[src/rtl/mux_ndff_tx.sv]
// rtl/mux_ndff_tx.sv - source-side launcher for a mux + n-flop synchroniser crossing (optional MUX_NDFF_TX_ACK_EN)
// Captures a word, holds it on data_out, and pulses en_out for a HOLD window followed by a GAP guard.

module mux_ndff_tx #(
    parameter int DATA_W   = 8,
    parameter int HOLD_CYC = 4,
    parameter int GAP_CYC  = 4
) (
    input  logic              clk,
    input  logic              rstn,
`ifdef MUX_NDFF_TX_ACK_EN
    input  logic              ack_in,
`endif
    input  logic [DATA_W-1:0] din,
    input  logic              din_valid,
    output logic              din_ready,
    output logic [DATA_W-1:0] data_out,
    output logic              en_out,
    output logic              busy
);

    localparam int MAX_CYC = (HOLD_CYC > GAP_CYC) ? HOLD_CYC : GAP_CYC;
    localparam int CNT_W   = $clog2(MAX_CYC) + 1;
    localparam logic [CNT_W-1:0] HOLD_LOAD = CNT_W'(HOLD_CYC - 1);
    localparam logic [CNT_W-1:0] GAP_LOAD  = CNT_W'(GAP_CYC - 1);

    typedef enum logic [1:0] {
        IDLE = 2'd0,
        HOLD = 2'd1,
        GAP  = 2'd2
    } state_t;

    state_t              state, state_nxt;
    logic [CNT_W-1:0]    cnt, cnt_nxt;
    logic [DATA_W-1:0]   data_nxt;
    logic                en_nxt;
    logic                hold_release;
    logic                gap_release;

`ifdef MUX_NDFF_TX_ACK_EN
    // ack_in comes from the destination clock domain; resynchronise before use.
    logic [1:0] ack_meta;
    logic       ack_sync;

    always_ff @(posedge clk) begin
        if (!rstn) begin
            ack_meta <= 2'b00;
        end else begin
            ack_meta <= {ack_meta[0], ack_in};
        end
    end

    assign ack_sync     = ack_meta[1];
    assign hold_release = ack_sync;
    assign gap_release  = ~ack_sync;
`else
    assign hold_release = 1'b1;
    assign gap_release  = 1'b1;
`endif

    assign din_ready = (state == IDLE);
    assign busy      = ~din_ready;

    always_comb begin
        state_nxt = state;
        cnt_nxt   = cnt;
        data_nxt  = data_out;
        en_nxt    = en_out;
        case (state)
            IDLE: begin
                if (din_valid) begin
                    data_nxt  = din;
                    en_nxt    = 1'b1;
                    cnt_nxt   = HOLD_LOAD;
                    state_nxt = HOLD;
                end
            end
            HOLD: begin
                if (cnt != '0) begin
                    cnt_nxt = cnt - 1'b1;
                end else if (hold_release) begin
                    en_nxt    = 1'b0;
                    cnt_nxt   = GAP_LOAD;
                    state_nxt = GAP;
                end
            end
            GAP: begin
                en_nxt = 1'b0;
                if (cnt != '0) begin
                    cnt_nxt = cnt - 1'b1;
                end else if (gap_release) begin
                    state_nxt = IDLE;
                end
            end
            default: begin
                en_nxt    = 1'b0;
                state_nxt = IDLE;
            end
        endcase
    end

    // data_out and en_out are plain flops so the destination sees glitch-free levels.
    always_ff @(posedge clk) begin
        if (!rstn) begin
            state    <= IDLE;
            cnt      <= '0;
            data_out <= '0;
            en_out   <= 1'b0;
        end else begin
            state    <= state_nxt;
            cnt      <= cnt_nxt;
            data_out <= data_nxt;
            en_out   <= en_nxt;
        end
    end

endmodule

[config.mk]
export PLATFORM = sky130hd
export DESIGN_NAME = mux_ndff_tx
export DESIGN_NICKNAME = d
export VERILOG_FILES = /design/src/rtl/mux_ndff_tx.sv
export SDC_FILE = /design/constraint.sdc
export NUM_CORES = 1
export LEC_CHECK = 0
export ABC_AREA = 1
export CORE_UTILIZATION = 44
export CTS_CLUSTER_DIAMETER = 120
export DETAILED_ROUTE_END_ITERATION = 16
export PLACE_DENSITY_LB_ADDON = 0.25
export RECOVER_POWER = 25
export SETUP_SLACK_MARGIN = 0.4
export SYNTH_ARGS = -nofsm -noshare
export SYNTH_HDL_FRONTEND = slang
export SYNTH_SLANG_ARGS = --single-unit
[constraint.sdc]
create_clock -name clk -period 1.5 [get_ports clk]
set_input_delay 0.3 -clock clk [delete_from_list [all_inputs] [get_ports clk]]
set_output_delay 0.3 -clock clk [all_outputs]
set_load 0.05 [all_outputs]
==> run summary, run 1 <==
LOGIC SYNTHESIS
----------------------------------------------------------------------------
Net Count, Synth ..............................................          115
Post-synthesis cell count .....................................           99
Mean Syn Cell Area ............................................    7.191 µm²
Combined area of all synthesized cells ........................    711.9 µm²
Syn. warnings .................................................            0
Part of the Yosys area used for sequential elements ...........       39.37%
Number of distinct library cells after synthesis ..............           18
FF+latch count, synth .........................................           14

DIE
----------------------------------------------------------------------------
Die height ....................................................     42.23 µm
Starting Density ..............................................       47.26%
Width of the chip .............................................     42.23 µm
Total I/O pin count ...........................................           22
# rows ........................................................           14

OUTCOME
----------------------------------------------------------------------------
Stage where the run ended ..................................... global routing (5_1_grt)
Run status .................................................... aborted with a tool error
First error ................................................... [ERROR DPL-0033] detailed placement checks failed during check placement.

TIMING
----------------------------------------------------------------------------
Worst-slack endpoint at the end of global-route timing repair . state[0]$_SDFFE_PN0P_/D
Category of the worst endpoint ................................ register data pin

CLOCK TREE
----------------------------------------------------------------------------
CTS sink count ................................................           14
Clock tree root buffer cell ................................... sky130_fd_sc_hd__clkbuf_4
Maximum root-to-sink buffer count .............................            2
H-tree level count ............................................            1
Number of buffers created by CTS ..............................            3

GLOBAL ROUTING
----------------------------------------------------------------------------
Antenna violations before repair ..............................            0
Maximum number of pins on one net before global-route repair ..            9

PLACEMENT
----------------------------------------------------------------------------
Count of port buffers added during placement ..................           21
Detailed placer's ending HPWL .................................      1175 µm
Final GP Congestion ...........................................       0.8676

-- through the flow --
step | cell area, µm² | worst slack [ps] | instances | hold WS [ps] | utilization [%]
4_1_cts | 1309 | 153.2 | 151 | 511.2 | 86.88
3_5_place_dp | 1080 | 81.94 | 136 | 483.1 | 71.68
3_3_place_gp | 1080 | 113.1 | 136 | 477.9 | 71.68
2_1_floorplan | 743.2 | 288.5 | 99 | 435.7 | -
-- synthesized netlist by cell type --
| cell type | n | area (µm²) |
|---|---|---|
| sky130_fd_sc_hd__o211ai_1 | 2 | 15.01 |
| sky130_fd_sc_hd__o21ai_1 | 1 | 5.000 |
| sky130_fd_sc_hd__ha_1 | 5 | 62.56 |
| sky130_fd_sc_hd__nand3_1 | 1 | 5.000 |
| sky130_fd_sc_hd__nor3_1 | 1 | 5.000 |
| sky130_fd_sc_hd__inv_1 | 10 | 37.54 |
| sky130_fd_sc_hd__o21ai_0 | 8 | 40.04 |
| sky130_fd_sc_hd__inv_2 | 3 | 11.26 |
| sky130_fd_sc_hd__buf_6 | 1 | 11.26 |
| sky130_fd_sc_hd__dfxtp_1 | 14 | 280.3 |
| sky130_fd_sc_hd__nand3_4 | 1 | 17.52 |
| sky130_fd_sc_hd__nand2_2 | 3 | 18.77 |
| sky130_fd_sc_hd__nor2_2 | 1 | 6.260 |
| sky130_fd_sc_hd__nand2_1 | 16 | 60.06 |
| sky130_fd_sc_hd__nor2_4 | 1 | 11.26 |
| sky130_fd_sc_hd__nor2_1 | 26 | 97.59 |
| sky130_fd_sc_hd__a21oi_1 | 4 | 20.02 |
| sky130_fd_sc_hd__a21boi_0 | 1 | 7.510 |
-- cells by family after synthesis --
kind of cell	count (synthesis)	synth area share, %
DFF	14	39.37
buffers and inverters	14	8.436
and+or+nand+nor	50	31.11
adders and majority gates	5	8.787
AOI/OAI and AO/OA	16	12.30
-- what timing repair did --
action	4_1_cts
endpoints found under the setup margin	25
hold buffers	0
cloned	1
pin swaps	8
buffers inserted	10
gates resized for setup	38
==> inputs of run 2 (changes only) <==
==> config.mk (replaced) <==
export PLATFORM = sky130hd
export DESIGN_NAME = mux_ndff_tx
export DESIGN_NICKNAME = d
export VERILOG_FILES = /design/src/rtl/mux_ndff_tx.sv
export SDC_FILE = /design/constraint.sdc
export NUM_CORES = 1
export LEC_CHECK = 0
export ABC_AREA = 1
export CORE_AREA = 2 2 63 65
export DETAILED_ROUTE_END_ITERATION = 16
export DIE_AREA = 0 0 65 67
export PLACE_DENSITY_LB_ADDON = 0.15
export RECOVER_POWER = 25
export SYNTH_ARGS = -nofsm -noshare
export SYNTH_HDL_FRONTEND = slang
export SYNTH_SLANG_ARGS = --single-unit
==> run 2 against run 1 <==
The run now ends clean. Synthesized cell count did not move. Synthesized area did not move.
==> run summary, run 2 <==
TIMING
-----------------------------------------------------------------------------------------
Final setup violation count ................................................            0
Worst-margin pin slew ......................................................     599.4 ps
Min cycle time layout ......................................................      1428 ps
Count of final hold-check violations .......................................            0
Maximum operating frequency ................................................   0.7005 GHz
Relative max-transition margin .............................................       60.21%
Setup slack after layout ...................................................     72.48 ps
Crit share post-route ......................................................       95.17%
Setup tns final ............................................................         0 ps
Number of pins exceeding their max-slew limit in the final report ..........            0
Clock Skews ................................................................     2.090 ps
Unrepaired setup endpoints after global routing ............................        false

CLOCK TREE
-----------------------------------------------------------------------------------------
Maximum root-to-sink buffer count ..........................................            2
CTS sink count .............................................................           14
Clock latency on the worst-skew pair .......................................       240 ps
CTS tree ...................................................................        built
Number of buffers created by CTS ...........................................            3
Clock tree root buffer cell ................................................ sky130_fd_sc_hd__clkbuf_8
Number of hold buffers added after CTS .....................................            0
Number of gates resized after cts ..........................................            0
H-tree level count .........................................................            1
Clock transition at the registers of the reported paths ....................        60 ps
Post-CTS Repair Setup Buffers ..............................................            0

GLOBAL ROUTING
-----------------------------------------------------------------------------------------
Met1 Usage GRT .............................................................       9.063%
Overall fraction of global-route tracks in use .............................       8.435%
Number of global-route vias before repair ..................................          655
Most used routing layer in global routing ..................................         met2
GR met3 Demand/Resource ....................................................       3.378%
Maximum number of pins on one net before global-route repair ...............           10
Total grt overflow .........................................................            0
Met2 demand-to-capacity share in global routing ............................       14.82%
Antenna violations before repair ...........................................            0
Wire length of the first global-routing pass ...............................      2849 µm

LOGIC SYNTHESIS
-----------------------------------------------------------------------------------------
Mean Syn Cell Area .........................................................    7.191 µm²
Library cell occupying the most area in the post-synthesis netlist ......... sky130_fd_sc_hd__dfxtp_1
FF+latch count, synth ......................................................           14
Combined area of all synthesized cells .....................................    711.9 µm²
Proportion of register bits with asynchronous set or reset after synthesis .           0%
Post-synthesis cell count ..................................................           99
Top-count cell post-synth .................................................. sky130_fd_sc_hd__nor2_1
Yosys top cell area share ..................................................       39.37%
Predominant post-synthesis flop cell ....................................... sky130_fd_sc_hd__dfxtp_1
Syn. warnings ..............................................................            0
Part of the Yosys area used for sequential elements ........................       39.37%
Cell types with the largest area share after synthesis ..................... sky130_fd_sc_hd__dfxtp_1 39%, sky130_fd_sc_hd__nor2_1 14%, sky130_fd_sc_hd__ha_1 8.8%
Number of distinct library cells after synthesis ...........................           18
Net Count, Synth ...........................................................          115
Number of flops mapped to enable cells by yosys ............................            0
Post-synth top cells ....................................................... 26 x sky130_fd_sc_hd__nor2_1, 16 x sky130_fd_sc_hd__nand2_1, 14 x sky130_fd_sc_hd__dfxtp_1

WORST SETUP PATH
-----------------------------------------------------------------------------------------
Biggest cell delay along the critical path .................................       360 ps
CP max FO ..................................................................            6
Total number of cells along the worst setup path ...........................            4
Ordered list of cells on the worst path .................................... inv_1 -> ha_4 -> inv_2 -> buf_12
Critical path buffers and inverters ........................................            3
WP data arrival ............................................................      1130 ps
Number of cells on the worst reg-to-reg path ...............................            8
Start-to-end type of the worst setup path ..................................   reg -> out
Kind of end point of the critical path .....................................   output pin
CP max stage cell .......................................................... sky130_fd_sc_hd__dfxtp_1
Startpoint types ...........................................................         flop
Required time reported for the critical path endpoint ......................      1200 ps
Kind of cell adding the most delay to the critical path ....................   flip-flops

POWER AND IR DROP
-----------------------------------------------------------------------------------------
Switching power ............................................................      1138 µW
Internal Power .............................................................      1318 µW
Switching share of power ...................................................       46.35%
Worst-case vdd ir drop .....................................................    0.6121 mV
Ratio of total power to cell area ..........................................  2264 nW/µm²
Sequential share of power ..................................................        23.1%
Clock network fraction of design power .....................................        14.9%
Comb power frac ............................................................        62.1%
Static Leak ................................................................ 0.0005147 µW
Total power draw ...........................................................      2456 µW

ROUTE
-----------------------------------------------------------------------------------------
Residual DRC ...............................................................            0
Number of search-and-repair iterations in the first detailed-routing pass ..            4
Initial drt markers ........................................................            3
Vias .......................................................................          670
ANT nets after route .......................................................            0
Post-detailed-route wirelength per cell ....................................     9.453 µm
Number of vias per cell ....................................................        3.895
Post-detailed-routing wire length ..........................................      1626 µm

FINISH
-----------------------------------------------------------------------------------------
Final net count ............................................................          141
Largest register by flop count .............................................     data_out
Final cell area excluding filler cells .....................................     1085 µm²
Commonest cells after routing, fill and taps aside ......................... 26 x sky130_fd_sc_hd__nor2_1, 16 x sky130_fd_sc_hd__nand2_1, 14 x sky130_fd_sc_hd__dfxtp_1, 10 x sky130_fd_sc_hd__inv_1, 10 x sky130_fd_sc_hd__clkdlybuf4s50_1
Diodes inserted ............................................................            0
Share of cells above drive strength 1 ......................................       16.13%
Top flop regs .............................................................. data_out (8), cnt (3), state (2)
Flip-flop count of the largest register, all copies and words added ........            8
Leading cell type in the layout, fill and taps excluded .................... sky130_fd_sc_hd__nor2_1
Area grow syn2layout .......................................................       52.37%

DIE
-----------------------------------------------------------------------------------------
# rows .....................................................................           22
Width of the chip ..........................................................        65 µm
Total I/O pin count ........................................................           22
Area enclosed by the die boundary ..........................................     4355 µm²
Die height .................................................................        67 µm
Starting Density ...........................................................       19.74%
Area of the placeable core .................................................     3606 µm²

PLACEMENT
-----------------------------------------------------------------------------------------
Count of port buffers added during placement ...............................           21
Final GP Congestion ........................................................       0.7841
Placement-stage cell area ..................................................     1101 µm²
Detailed placer's ending HPWL ..............................................      1348 µm
Pre-CTS setup slack ........................................................     73.59 ps

MIN PATH
-----------------------------------------------------------------------------------------
Hold Crit Class ............................................................   reg -> reg
Number of instances on the worst hold path .................................            2

FLOW RUN
-----------------------------------------------------------------------------------------
Count of maximum capacitance violations ....................................            0

OUTCOME
-----------------------------------------------------------------------------------------
Run status ................................................................. finished, final reports clean

## run 2: cell counts after synthesis
Identical to the previous run, type by type.
## run 2: cell type report
| cell class | count | area (µm²) |
|---|---|---|
| fillers | 396 | 2521 |
| clock buffers | 4 | 55.05 |
| flip-flops and latches | 14 | 280.3 |
| repair buffers | 22 | 256.5 |
| well taps | 48 | 60.06 |
| multi-input cells | 71 | 384.1 |
| inverters | 13 | 48.80 |
## run 2: metal layers
metal / up-vias / share of wire (%)
met5: - / 0
met3: 2 / 8.4
met1: 292 / 44
met4: 0 / 0.37
met2: 18 / 47
li1: 358 / -
## run 2: power by group through the flow
| stage | clock [µW] | sequential (µW) | combinational, µW |
|---|---|---|---|
| 5_1_grt | 405 | 579 | 1680 |
| 4_1_cts | 385 | 593 | 1660 |
| 2_1_floorplan | 0 | 772 | 858 |
| 3_5_place_dp | 0 | 600 | 1660 |
| 6_report | 365 | 566 | 1520 |
| 3_3_place_gp | 0 | 600 | 1650 |
## run 2: final timing paths
check,slack [ps],from,endpoint
worst min register to register,480,data_out[0]$_SDFFE_PN0P_,data_out[0]$_SDFFE_PN0P_
worst max register to register,90,state[1]$_SDFFE_PN0P_,cnt[2]$_SDFFE_PN0P_
worst min-delay path,480,data_out[0]$_SDFFE_PN0P_,data_out[0]$_SDFFE_PN0P_
worst max-delay path,70,state[0]$_SDFFE_PN0P_,busy
## run 2: tightest hold or removal path, cell delays in order, from the launching register on
cell                      delay, ps
sky130_fd_sc_hd__dfxtp_1        320
sky130_fd_sc_hd__nor2_1          40
sky130_fd_sc_hd__nor2_1          80
## run 2: cells by family after synthesis
group / synth area share [%]
AO/OA/AOI/OAI: 12.30
AND/OR/NAND/NOR: 31.11
buffers and inverters: 8.436
adder cells (fa/ha/maj): 8.787
flip-flops: 39.37
## run 2: stage by stage
stage / cells / utilization (%) / hold slack, ps
after floorplan: 99 / - / 435.7
after global placement: 168 / 30.53 / 487.9
after detailed placement: 168 / 30.53 / 490.5
after CTS: 172 / 32.06 / 500.1
after global routing: 172 / 30.08 / 499.9
final: 172 / 30.08 / 477.6
Note: power is estimated with default switching activity, not from simulation.
